### config.mk
export PLATFORM = sky130hd
export DESIGN_NAME = mode_sequencer
export DESIGN_NICKNAME = d
export VERILOG_FILES = /design/src/rtl/mode_sequencer.sv
export SDC_FILE = /design/constraint.sdc
export NUM_CORES = 1
export LEC_CHECK = 0
export ABC_AREA = 1
export BUFFER_PORTS_ARGS = -buffer_cell sky130_fd_sc_hd__buf_2
export CORE_AREA = 2 2 88 90
export CTS_CLUSTER_DIAMETER = 100
export CTS_CLUSTER_SIZE = 14
export DETAILED_ROUTE_END_ITERATION = 10
export DIE_AREA = 0 0 90 92
export MAX_ROUTING_LAYER = met4
export PLACE_DENSITY_LB_ADDON = 0.1
export SLEW_MARGIN = 5
export SYNTH_ARGS = -nofsm -noshare
export SYNTH_HDL_FRONTEND = slang
export SYNTH_SLANG_ARGS = --single-unit
### constraint.sdc
create_clock -name ck_1356meg -period 2.11 [get_ports ck_1356meg]
set_clock_uncertainty 0.1 [all_clocks]
set_input_delay 0.1055 -clock ck_1356meg [delete_from_list [all_inputs] [get_ports ck_1356meg]]
set_output_delay 0.1055 -clock ck_1356meg [all_outputs]
set_load 0.05 [all_outputs]
### src/rtl/mode_sequencer.sv
// Mode sequencer: receives 16-bit command frames over a slow SPI link from the
// ARM, and applies major/minor mode changes with a driver-quiet window before
// the switch and a settle window after it. Divisor writes apply immediately.
module mode_sequencer #(
  parameter int QUIET_CYCLES  = 16,
  parameter int SETTLE_CYCLES = 8
) (
  input  logic       ck_1356meg,
  input  logic       nreset,
  input  logic       spck,
  input  logic       mosi,
  input  logic       ncs,
  output logic [2:0] major_mode,
  output logic [4:0] minor_conf,
  output logic [7:0] divisor,
  output logic       drivers_off,
  output logic       busy,
  output logic       cmd_err
);

  typedef enum logic [1:0] {
    ST_IDLE    = 2'd0,
    ST_QUIESCE = 2'd1,
    ST_SWITCH  = 2'd2,
    ST_SETTLE  = 2'd3
  } state_e;

  localparam logic [3:0] OP_CONF    = 4'b0001;
  localparam logic [3:0] OP_DIV     = 4'b0010;
  localparam logic [4:0] FRAME_BITS = 5'd16;

  // Window lengths held one bit wider than the counters so the compare
  // against cnt+1 never wraps, even for a 255-cycle window.
  localparam logic [8:0] QUIET_LIM  = 9'(QUIET_CYCLES);
  localparam logic [8:0] SETTLE_LIM = 9'(SETTLE_CYCLES);

  localparam logic [2:0] RST_MAJOR = 3'b111;
  localparam logic [4:0] RST_MINOR = 5'd0;
  localparam logic [7:0] RST_DIV   = 8'd95;

  // Bit counter increment that sticks at 31 so over-long frames never alias
  // back to a legal length.
  function automatic logic [4:0] sat_inc5(input logic [4:0] v);
    if (v == 5'd31) begin
      return 5'd31;
    end else begin
      return v + 5'd1;
    end
  endfunction

  // Counter plus one, widened so it can be compared against a window length.
  function automatic logic [8:0] inc9(input logic [7:0] v);
    return {1'b0, v} + 9'd1;
  endfunction

  // ---------------------------------------------------------------------
  // Input synchronizers and edge detection
  // ---------------------------------------------------------------------
  logic [1:0] spck_sync_q;
  logic [1:0] mosi_sync_q;
  logic [1:0] ncs_sync_q;
  logic       spck_prev_q;
  logic       ncs_prev_q;

  logic spck_s;
  logic mosi_s;
  logic ncs_s;
  logic spck_rise_s;
  logic ncs_fall_s;
  logic ncs_rise_s;

  assign spck_s = spck_sync_q[1];
  assign mosi_s = mosi_sync_q[1];
  assign ncs_s  = ncs_sync_q[1];

  assign spck_rise_s = spck_s & ~spck_prev_q;
  assign ncs_fall_s  = ~ncs_s & ncs_prev_q;
  assign ncs_rise_s  = ncs_s & ~ncs_prev_q;

  // Two-flop synchronizers plus one history flop each for edge detection;
  // chip select idles high so reset cannot fake a frame boundary.
  always_ff @(posedge ck_1356meg or negedge nreset) begin
    if (!nreset) begin
      spck_sync_q <= 2'b00;
      mosi_sync_q <= 2'b00;
      ncs_sync_q  <= 2'b11;
      spck_prev_q <= 1'b0;
      ncs_prev_q  <= 1'b1;
    end else begin
      spck_sync_q <= {spck_sync_q[0], spck};
      mosi_sync_q <= {mosi_sync_q[0], mosi};
      ncs_sync_q  <= {ncs_sync_q[0], ncs};
      spck_prev_q <= spck_s;
      ncs_prev_q  <= ncs_s;
    end
  end

  // ---------------------------------------------------------------------
  // Frame receiver
  // ---------------------------------------------------------------------
  logic [15:0] shift_q;
  logic [15:0] shift_d;
  logic [4:0]  bitcnt_q;
  logic [4:0]  bitcnt_d;

  // Shift in one bit per synchronized SPI clock edge inside a frame; a new
  // frame start clears the length count.
  always_comb begin
    shift_d  = shift_q;
    bitcnt_d = bitcnt_q;
    if (ncs_fall_s) begin
      bitcnt_d = 5'd0;
    end else begin
      bitcnt_d = bitcnt_q;
    end
    if (spck_rise_s && !ncs_s) begin
      shift_d  = {shift_q[14:0], mosi_s};
      bitcnt_d = sat_inc5(bitcnt_d);
    end else begin
      shift_d = shift_q;
    end
  end

  // Receiver state registers.
  always_ff @(posedge ck_1356meg or negedge nreset) begin
    if (!nreset) begin
      shift_q  <= 16'd0;
      bitcnt_q <= 5'd0;
    end else begin
      shift_q  <= shift_d;
      bitcnt_q <= bitcnt_d;
    end
  end

  // ---------------------------------------------------------------------
  // Command decode (valid only in the frame-end cycle)
  // ---------------------------------------------------------------------
  logic       frame_ok_s;
  logic       div_wr_s;
  logic       conf_wr_s;
  logic [7:0] conf_word_s;

  assign frame_ok_s  = ncs_rise_s && (bitcnt_q == FRAME_BITS);
  assign div_wr_s    = frame_ok_s && (shift_q[15:12] == OP_DIV);
  assign conf_wr_s   = frame_ok_s && (shift_q[15:12] == OP_CONF);
  assign conf_word_s = shift_q[7:0];

  // ---------------------------------------------------------------------
  // Mode transition FSM
  // ---------------------------------------------------------------------
  state_e     state_q;
  state_e     state_d;
  logic [7:0] cnt_q;
  logic [7:0] cnt_d;
  logic [7:0] pending_q;
  logic [7:0] pending_d;
  logic [7:0] queue_q;
  logic [7:0] queue_d;
  logic       queue_vld_q;
  logic       queue_vld_d;
  logic [2:0] major_q;
  logic [2:0] major_d;
  logic [4:0] minor_q;
  logic [4:0] minor_d;
  logic [7:0] div_q;
  logic [7:0] div_d;
  logic       drv_off_q;
  logic       drv_off_d;
  logic       busy_q;
  logic       busy_d;
  logic       err_q;
  logic       err_d;

  logic       idle_req_s;
  logic [7:0] idle_word_s;

  // A fresh frame in IDLE takes priority over a queued word; both are newer
  // than anything already applied.
  always_comb begin
    idle_req_s  = conf_wr_s || queue_vld_q;
    idle_word_s = 8'd0;
    if (conf_wr_s) begin
      idle_word_s = conf_word_s;
    end else begin
      idle_word_s = queue_q;
    end
  end

  // Next-state logic for the mode FSM and all registered outputs.
  always_comb begin
    state_d     = state_q;
    cnt_d       = cnt_q;
    pending_d   = pending_q;
    queue_d     = queue_q;
    queue_vld_d = queue_vld_q;
    major_d     = major_q;
    minor_d     = minor_q;
    div_d       = div_q;
    err_d       = ncs_rise_s && !(div_wr_s || conf_wr_s);

    if (div_wr_s) begin
      div_d = shift_q[7:0];
    end else begin
      div_d = div_q;
    end

    case (state_q)
      ST_IDLE: begin
        queue_vld_d = 1'b0;
        if (idle_req_s) begin
          if (idle_word_s[7:5] == major_q) begin
            minor_d = idle_word_s[4:0];
          end else begin
            pending_d = idle_word_s;
            state_d   = ST_QUIESCE;
            cnt_d     = 8'd0;
          end
        end else begin
          state_d = ST_IDLE;
        end
      end
      ST_QUIESCE: begin
        // Last write wins; the quiet window keeps counting.
        if (conf_wr_s) begin
          pending_d = conf_word_s;
        end else begin
          pending_d = pending_q;
        end
        if (inc9(cnt_q) >= QUIET_LIM) begin
          state_d = ST_SWITCH;
          cnt_d   = 8'd0;
        end else begin
          cnt_d = cnt_q + 8'd1;
        end
      end
      ST_SWITCH: begin
        if (conf_wr_s) begin
          queue_d     = conf_word_s;
          queue_vld_d = 1'b1;
        end else begin
          queue_vld_d = queue_vld_q;
        end
        major_d = pending_q[7:5];
        minor_d = pending_q[4:0];
        state_d = ST_SETTLE;
        cnt_d   = 8'd0;
      end
      ST_SETTLE: begin
        if (conf_wr_s) begin
          queue_d     = conf_word_s;
          queue_vld_d = 1'b1;
        end else begin
          queue_vld_d = queue_vld_q;
        end
        if (inc9(cnt_q) >= SETTLE_LIM) begin
          state_d = ST_IDLE;
          cnt_d   = 8'd0;
        end else begin
          cnt_d = cnt_q + 8'd1;
        end
      end
      default: begin
        state_d     = ST_IDLE;
        cnt_d       = 8'd0;
        queue_vld_d = 1'b0;
      end
    endcase

    drv_off_d = (state_d == ST_QUIESCE) || (state_d == ST_SWITCH);
    busy_d    = (state_d != ST_IDLE);
  end

  // FSM and output registers; reset drops any transition in flight.
  always_ff @(posedge ck_1356meg or negedge nreset) begin
    if (!nreset) begin
      state_q     <= ST_IDLE;
      cnt_q       <= 8'd0;
      pending_q   <= 8'd0;
      queue_q     <= 8'd0;
      queue_vld_q <= 1'b0;
      major_q     <= RST_MAJOR;
      minor_q     <= RST_MINOR;
      div_q       <= RST_DIV;
      drv_off_q   <= 1'b1;
      busy_q      <= 1'b0;
      err_q       <= 1'b0;
    end else begin
      state_q     <= state_d;
      cnt_q       <= cnt_d;
      pending_q   <= pending_d;
      queue_q     <= queue_d;
      queue_vld_q <= queue_vld_d;
      major_q     <= major_d;
      minor_q     <= minor_d;
      div_q       <= div_d;
      drv_off_q   <= drv_off_d;
      busy_q      <= busy_d;
      err_q       <= err_d;
    end
  end

  assign major_mode  = major_q;
  assign minor_conf  = minor_q;
  assign divisor     = div_q;
  assign drivers_off = drv_off_q;
  assign busy        = busy_q;
  assign cmd_err     = err_q;

endmodule

==> flow_summary_export.csv, run 1 <==
group,metric,value,unit
run_status,outcome,"finished, final reports clean",
clock_tree,tritoncts,"built",
timing,relSlewSlack,63.19,%
clock_tree,clkTransAtPathRegs,0.08,ns
place,place_congestion,0.8759,
power,power_frac_comb,6.8,%
timing,fin_crit_sh,98.45,%
layout,layout_common_cells,"89 x nand2_1, 62 x dfrtp_1, 45 x o21ai_0",
synth,ys_seq_elements,75,
synth,synthSimpleGateAreaFrac,28.29,%
worst_setup_path,worstPathCellList,"ha_2, nand3_2, nor2_2, nand2_1, xor2_1, nand2_1, nor2_2, nand3_1, nand2_2, nor2_2, nand2_2, inv_2, ha_4",
floorplan,die_x,90,µm
global_routing,track_usage,20.29,%
place,place_ws,0.03824,ns
clock_tree,cts_buffers,9,
synth,mappedNetlistArea,0.003547,mm²
layout,antenna_cells,0,
floorplan,core,0.007447,mm²
floorplan,dieArea,0.008280,mm²
drt,drt_iter0_drc,161,
synth,synth_cell_type_count,28,
clock_tree,cts-root-buf,"clkbuf_8",
worst_setup_path,critPathSlowestCell,"dfrtp_1",
worst_setup_path,crit_type,"reg2reg",
synth,synth_xor_area_share,1.481,%
synth,syn_area_per_cell,8.824,µm²
layout,fillers,702,
global_routing,grt_pass1_vias,2581,
global_routing,antenna_found_initial,0,
place,place_inst,528,
timing,setup_viol,0,
clock_tree,cts.sinks,75,
floorplan,initial_utilization,47.63,%
power,power_frac_clock,41.1,%
worst_setup_path,max_stage_delay,0.40,ns
timing,tightest_slew,0.5509,ns
worst_setup_path,crit_buf_inv,1,
timing,period_needed,2.077,ns
layout,post-route-util,56.55,%
layout,area_delta_synth_final,18.73,%
timing,timing.fmax,481.4,MHz
drt,drc_errors,0,
layout,final_nets,457,
clock_tree,clockBufferDepth,2,
drt,dr.pass1.iters,4,
floorplan,io_pins,24,
synth,synth-seq-area-share,53.37,%
synth,synthAdderAreaFrac,1.411,%
power,switching_share,24.83,%
power,p_int,2238,µW
floorplan,die_h,92,µm
drt,via_count,2751,
place,portBuffers,23,
power,p_leak,0.002038,µW
flow_run,drv_cap,0,
clock_tree,clkLatencyLatePin,0.36,ns
drt,ant_nets,0,
timing,tns,0,ns
synth,synth_compound_gate_area_share,8.042,%
synth,yosys-mux-area-fraction,1.270,%
synth,ys_warn_count,0,
global_routing,gr-total-overflow,0,
worst_setup_path,cpMostUsedCell,"nor2_2",
drt,wirelength,7.418,mm
hold_path,min_path_type,"in2async",
worst_setup_path,cp-end-kind,"flip-flop",
worst_setup_path,crit_path_max_fanout,4,
synth,synth_top_family_by_area,"simple AND/OR/NAND/NOR gates",
worst_setup_path,r2r_slack,0.03,ns
layout,layout_commonest_cell,"nand2_1",
timing,setup_ws,0.03277,ns
power,sequentialPowerShare,52.2,%
timing,final_hold_viol_count,0,
floorplan,rows,32,
power,ir_worst_vdd,0.4396,mV
worst_setup_path,timing.rr.start,"cnt_q[0]$_DFFE_PN0P_",
synth,synth_nets,411,
worst_setup_path,cp.required,2.32,ns
global_routing,grt_pass1_wl,12.88,mm
clock_tree,h-tree-depth,3,
worst_setup_path,start_kind,"flip-flop",
drt,post_drt_wl_per_cell,13.37,µm
timing,rsz0062_at_grt,"true",
worst_setup_path,crit_family,"simple AND/OR/NAND/NOR gates",
global_routing,grt_max_degree,41,
synth,post_synth_inst_count,402,
layout,drive_above_1_share,26.27,%
place,dp_hpwl,5.226,mm
layout,final_cells,555,
worst_setup_path,arrival,2.29,ns
power,power_switching,739.1,µW
worst_setup_path,worstSetupStartpoint,"cnt_q[0]$_DFFE_PN0P_",
power,power.density,706.8,mW/mm²
drt,vias_per_cell,4.957,
timing,finalMaxSlewViolations,0,
[logic make-up after synthesis]
group / count (synthesis)
mux: 4
buf+inv: 54
fa+ha+maj: 4
xor+xnor: 6
simple gates: 202
compound gates: 57
flops: 75
[cells in the mapped netlist, drive strengths merged]
cell type,number,area share (%)
inv,43,4.6
clkbuf,6,0.63
a21oi,6,0.85
ha,4,1.4
xnor2,1,0.25
nor2,34,4.9
or2,1,0.18
o21ai,51,7.2
nor3,2,0.28
dfstp,13,9.6
nand3,43,7.4
mux2,4,1.3
xor2,5,1.2
nand4,18,3.4
buf,5,0.95
nand2,104,12
dfrtp,62,44
[what timing repair did]
item | CTS | global route
endpoints found under the hold margin | 38 | 0
resized for setup | 0 | 12
hold buffers | 4 | 0
setup endpoints to repair | 0 | 18
setup buffers | 0 | 7
[worst reg2reg max path, delay by kind of cell, from the launching register on]
kind          cells  cell delay [ns]
simple gates      9             0.90
xor+xnor          1             0.14
flops             1             0.40
fa+ha+maj         2             0.45
buf+inv           1             0.05
[routing by layer]
metal,track usage (%),up-vias,wire [µm]
met5,-,-,0
li1,-,1407,-
met1,27.95,1288,3678
met2,29.32,43,3385
met3,3.451,13,226
met4,9.872,0,128
[final cells by class]
cell class,count,area (µm²),area share [%]
flip-flops and latches,75,1893,44.95
repair buffers,46,329.1,7.813
clock buffers,10,127.6,3.030
inverters,43,161.4,3.832
multi-input cells,273,1483,35.20
clock inverters,6,90.09,2.139
well taps,102,127.6,3.030
[power by group through the flow]
stage	sequential (µW)	clock (µW)	combinational [µW]
after floorplan	1570	0	112
after global placement	1580	0	193
after detailed placement	1580	0	195
after CTS	1550	1260	202
after global routing	1560	1330	237
final	1550	1220	202
[stage by stage]
stage / total power (µW) / hold WS (ns) / area, µm²
after floorplan: 1682 / -0.2901 / 3547
after global placement: 1772 / -0.001457 / 3839
after detailed placement: 1775 / -0.0007073 / 3839
after CTS: 3017 / 0.1564 / 4096
after global routing: 3126 / 0.1906 / 4212
final: 2977 / 0.1483 / 4212
[sequential cells by signal, indices dropped and copies added (netlist names), 3 cells and up]
| name | count |
|---|---|
| shift_q | 16 |
| cnt_q | 8 |
| divisor | 8 |
| pending_q | 8 |
| queue_q | 8 |
| bitcnt_q | 5 |
| minor_conf | 5 |
| major_mode | 3 |
[final timing paths]
check | endpoint | cells past startpoint
setup / recovery | drivers_off$_DFF_PN1_ | 13
hold / removal | pending_q[7]$_DFFE_PN0P_ | 2
setup reg to reg | drivers_off$_DFF_PN1_ | 13
hold reg to reg | spck_sync_q[1]$_DFF_PN0_ | 0
max in group asynchronous | divisor[3]$_DFFE_PN1P_ | 3
min in group ck_1356meg | spck_sync_q[1]$_DFF_PN0_ | 0
(Power assumes the default switching activity.)
==> inputs of run 2 (changes only) <==
==> constraint.sdc (replaced) <==
create_clock -name ck_1356meg -period 2.11 [get_ports ck_1356meg]
set_clock_uncertainty 0.1 [all_clocks]
set_input_delay 0.211 -clock ck_1356meg [delete_from_list [all_inputs] [get_ports ck_1356meg]]
set_output_delay 0.211 -clock ck_1356meg [all_outputs]
set_load 0.05 [all_outputs]
==> flow_summary_export.csv, run 2 (same netlist as run 1, synthesis figures left out) <==
group,metric,value,unit
run_status,outcome,"complete, but fails checks",
run_status,violations,"negative setup slack",
worst_setup_path,cp-end-kind,"flip-flop",
floorplan,initial_utilization,47.63,%
timing,setup_viol,1,
timing,final_hold_viol_count,0,
clock_tree,tritoncts,"built",
global_routing,track_usage,20.30,%
worst_setup_path,rr_worst_depth,11,
clock_tree,clkLatencyLatePin,0.35,ns
timing,tightest_slew,0.5340,ns
layout,layout_common_cells,"89 x nand2_1, 62 x dfrtp_1, 45 x o21ai_0",
timing,finalMaxSlewViolations,0,
layout,antenna_cells,0,
global_routing,antenna_found_initial,0,
drt,drc_errors,0,
hold_path,min_delay_path_depth,0,
place,dp_hpwl,5.417,mm
layout,drive_above_1_share,27.53,%
clock_tree,cts-root-buf,"clkbuf_8",
floorplan,rows,32,
floorplan,die_x,90,µm
layout,multi_input_area,0.001539,mm²
drt,wirelength,7.611,mm
layout,ff_latch_area,0.001893,mm²
layout,largest_reg_flops,16,
floorplan,core,0.007447,mm²
clock_tree,cts_buffers,9,
drt,dr.pass1.iters,4,
layout,final_cells,556,
power,power.density,679.8,mW/mm²
timing,fin_crit_sh,100.0,%
worst_setup_path,crit_path_max_fanout,4,
place,place_inst,529,
worst_setup_path,start_kind,"flip-flop",
global_routing,grt_pass1_wl,13.01,mm
timing,setup_ws,-0.0006777,ns
timing,timing.fmax,473.8,MHz
drt,drt_iter0_drc,123,
layout,fillers,710,
clock_tree,clkTransAtPathRegs,0.08,ns
layout,area_delta_synth_final,19.51,%
clock_tree,clockBufferDepth,2,
layout,layout_commonest_cell,"nand2_1",
drt,ant_nets,0,
clock_tree,cts.sinks,75,
drt,vias_per_cell,5.041,
global_routing,grt_pass1_vias,2697,
layout,largest-register,"shift_q",
drt,via_count,2803,
clock_tree,h-tree-depth,3,
timing,period_needed,2.111,ns
drt,post_drt_wl_per_cell,13.69,µm
power,finalPower,2882,µW
worst_setup_path,cp.required,2.26,ns
global_routing,gr-total-overflow,0,
power,p_leak,0.002028,µW
floorplan,die_h,92,µm
worst_setup_path,crit_type,"reg2reg",
place,portBuffers,23,
worst_setup_path,arrival,2.26,ns
floorplan,io_pins,24,
timing,relSlewSlack,64.32,%
place,place_congestion,0.8956,
global_routing,grt_max_degree,38,
timing,timing.hold.ws,0.2546,ns
flow_run,drv_cap,0,
hold_path,min_path_type,"reg2reg",
power,ir_worst_vdd,0.3992,mV
timing,rsz0062_at_grt,"true",
layout,final_nets,458,
floorplan,dieArea,0.008280,mm²
[run 2: repair_timing]
action / CTS / global route
buffers inserted: 0 / 7
resized for setup: 0 / 24
endpoints found under the setup margin: 0 / 19
hold buffers: 4 / 0
endpoints found under the hold margin: 31 / 0
[run 2: critical path, stage by stage, from the launching register on]
cell     delay (ns)
dfrtp_1        0.39
ha_1           0.20
nand3_1        0.14
nor2_2         0.14
nand2_1        0.07
xor2_1         0.13
nand2_1        0.10
nor2_4         0.12
nand2_1        0.07
a21oi_1        0.32
ha_4           0.20
inv_2          0.03
[run 2: report_power, final]
part | switching (µW) | internal [µW]
Combinational | 140 | 58.8
Clock | 550 | 578
Sequential | 47.9 | 1510
Total | 738 | 2140
[run 2: area by class of cell]
type,instances,share of cell area [%]
Timing Repair Buffer,47,7.438
Clock buffer,10,3.247
Inverter,43,3.808
Sequential cell,75,44.66
Multi-Input combinational cell,273,36.30
Tap cell,102,3.011
Clock inverter,6,1.535
[run 2: metrics by stage]
step | setup slack (ns) | setup TNS [ns] | cell area [µm²] | utilization [%]
2_1_floorplan | 0.1487 | 0 | 3547 | -
3_3_place_gp | 0.09353 | 0 | 3834 | 51.48
3_5_place_dp | 0.03120 | 0 | 3834 | 51.48
4_1_cts | 0.01716 | 0 | 4076 | 54.74
5_1_grt | -0.1934 | -2.608 | 4239 | 56.92
6_report | -0.0006777 | -0.0006777 | 4239 | 56.92
[run 2: path summary, 6_finish.rpt]
path	slack [ns]	startpoint	endpoint
max in group asynchronous	0.97	nreset	divisor[3]$_DFFE_PN1P_
worst max register to register	-0.0007	cnt_q[1]$_DFFE_PN0P_	busy$_DFF_PN0_
worst max-delay path	-0.0007	cnt_q[1]$_DFFE_PN0P_	busy$_DFF_PN0_
min in group asynchronous	0.26	nreset	pending_q[6]$_DFFE_PN0P_
worst min register to register	0.25	spck_sync_q[0]$_DFF_PN0_	spck_sync_q[1]$_DFF_PN0_
worst min-delay path	0.25	spck_sync_q[0]$_DFF_PN0_	spck_sync_q[1]$_DFF_PN0_
[run 2: metal layers]
metal	global-route usage [%]	routed length, µm	vias to the layer above
met4	7.692	120	0
met3	2.465	253	11
met5	-	0	-
met2	31.08	3616	51
met1	28.04	3621	1331
li1	-	-	1410
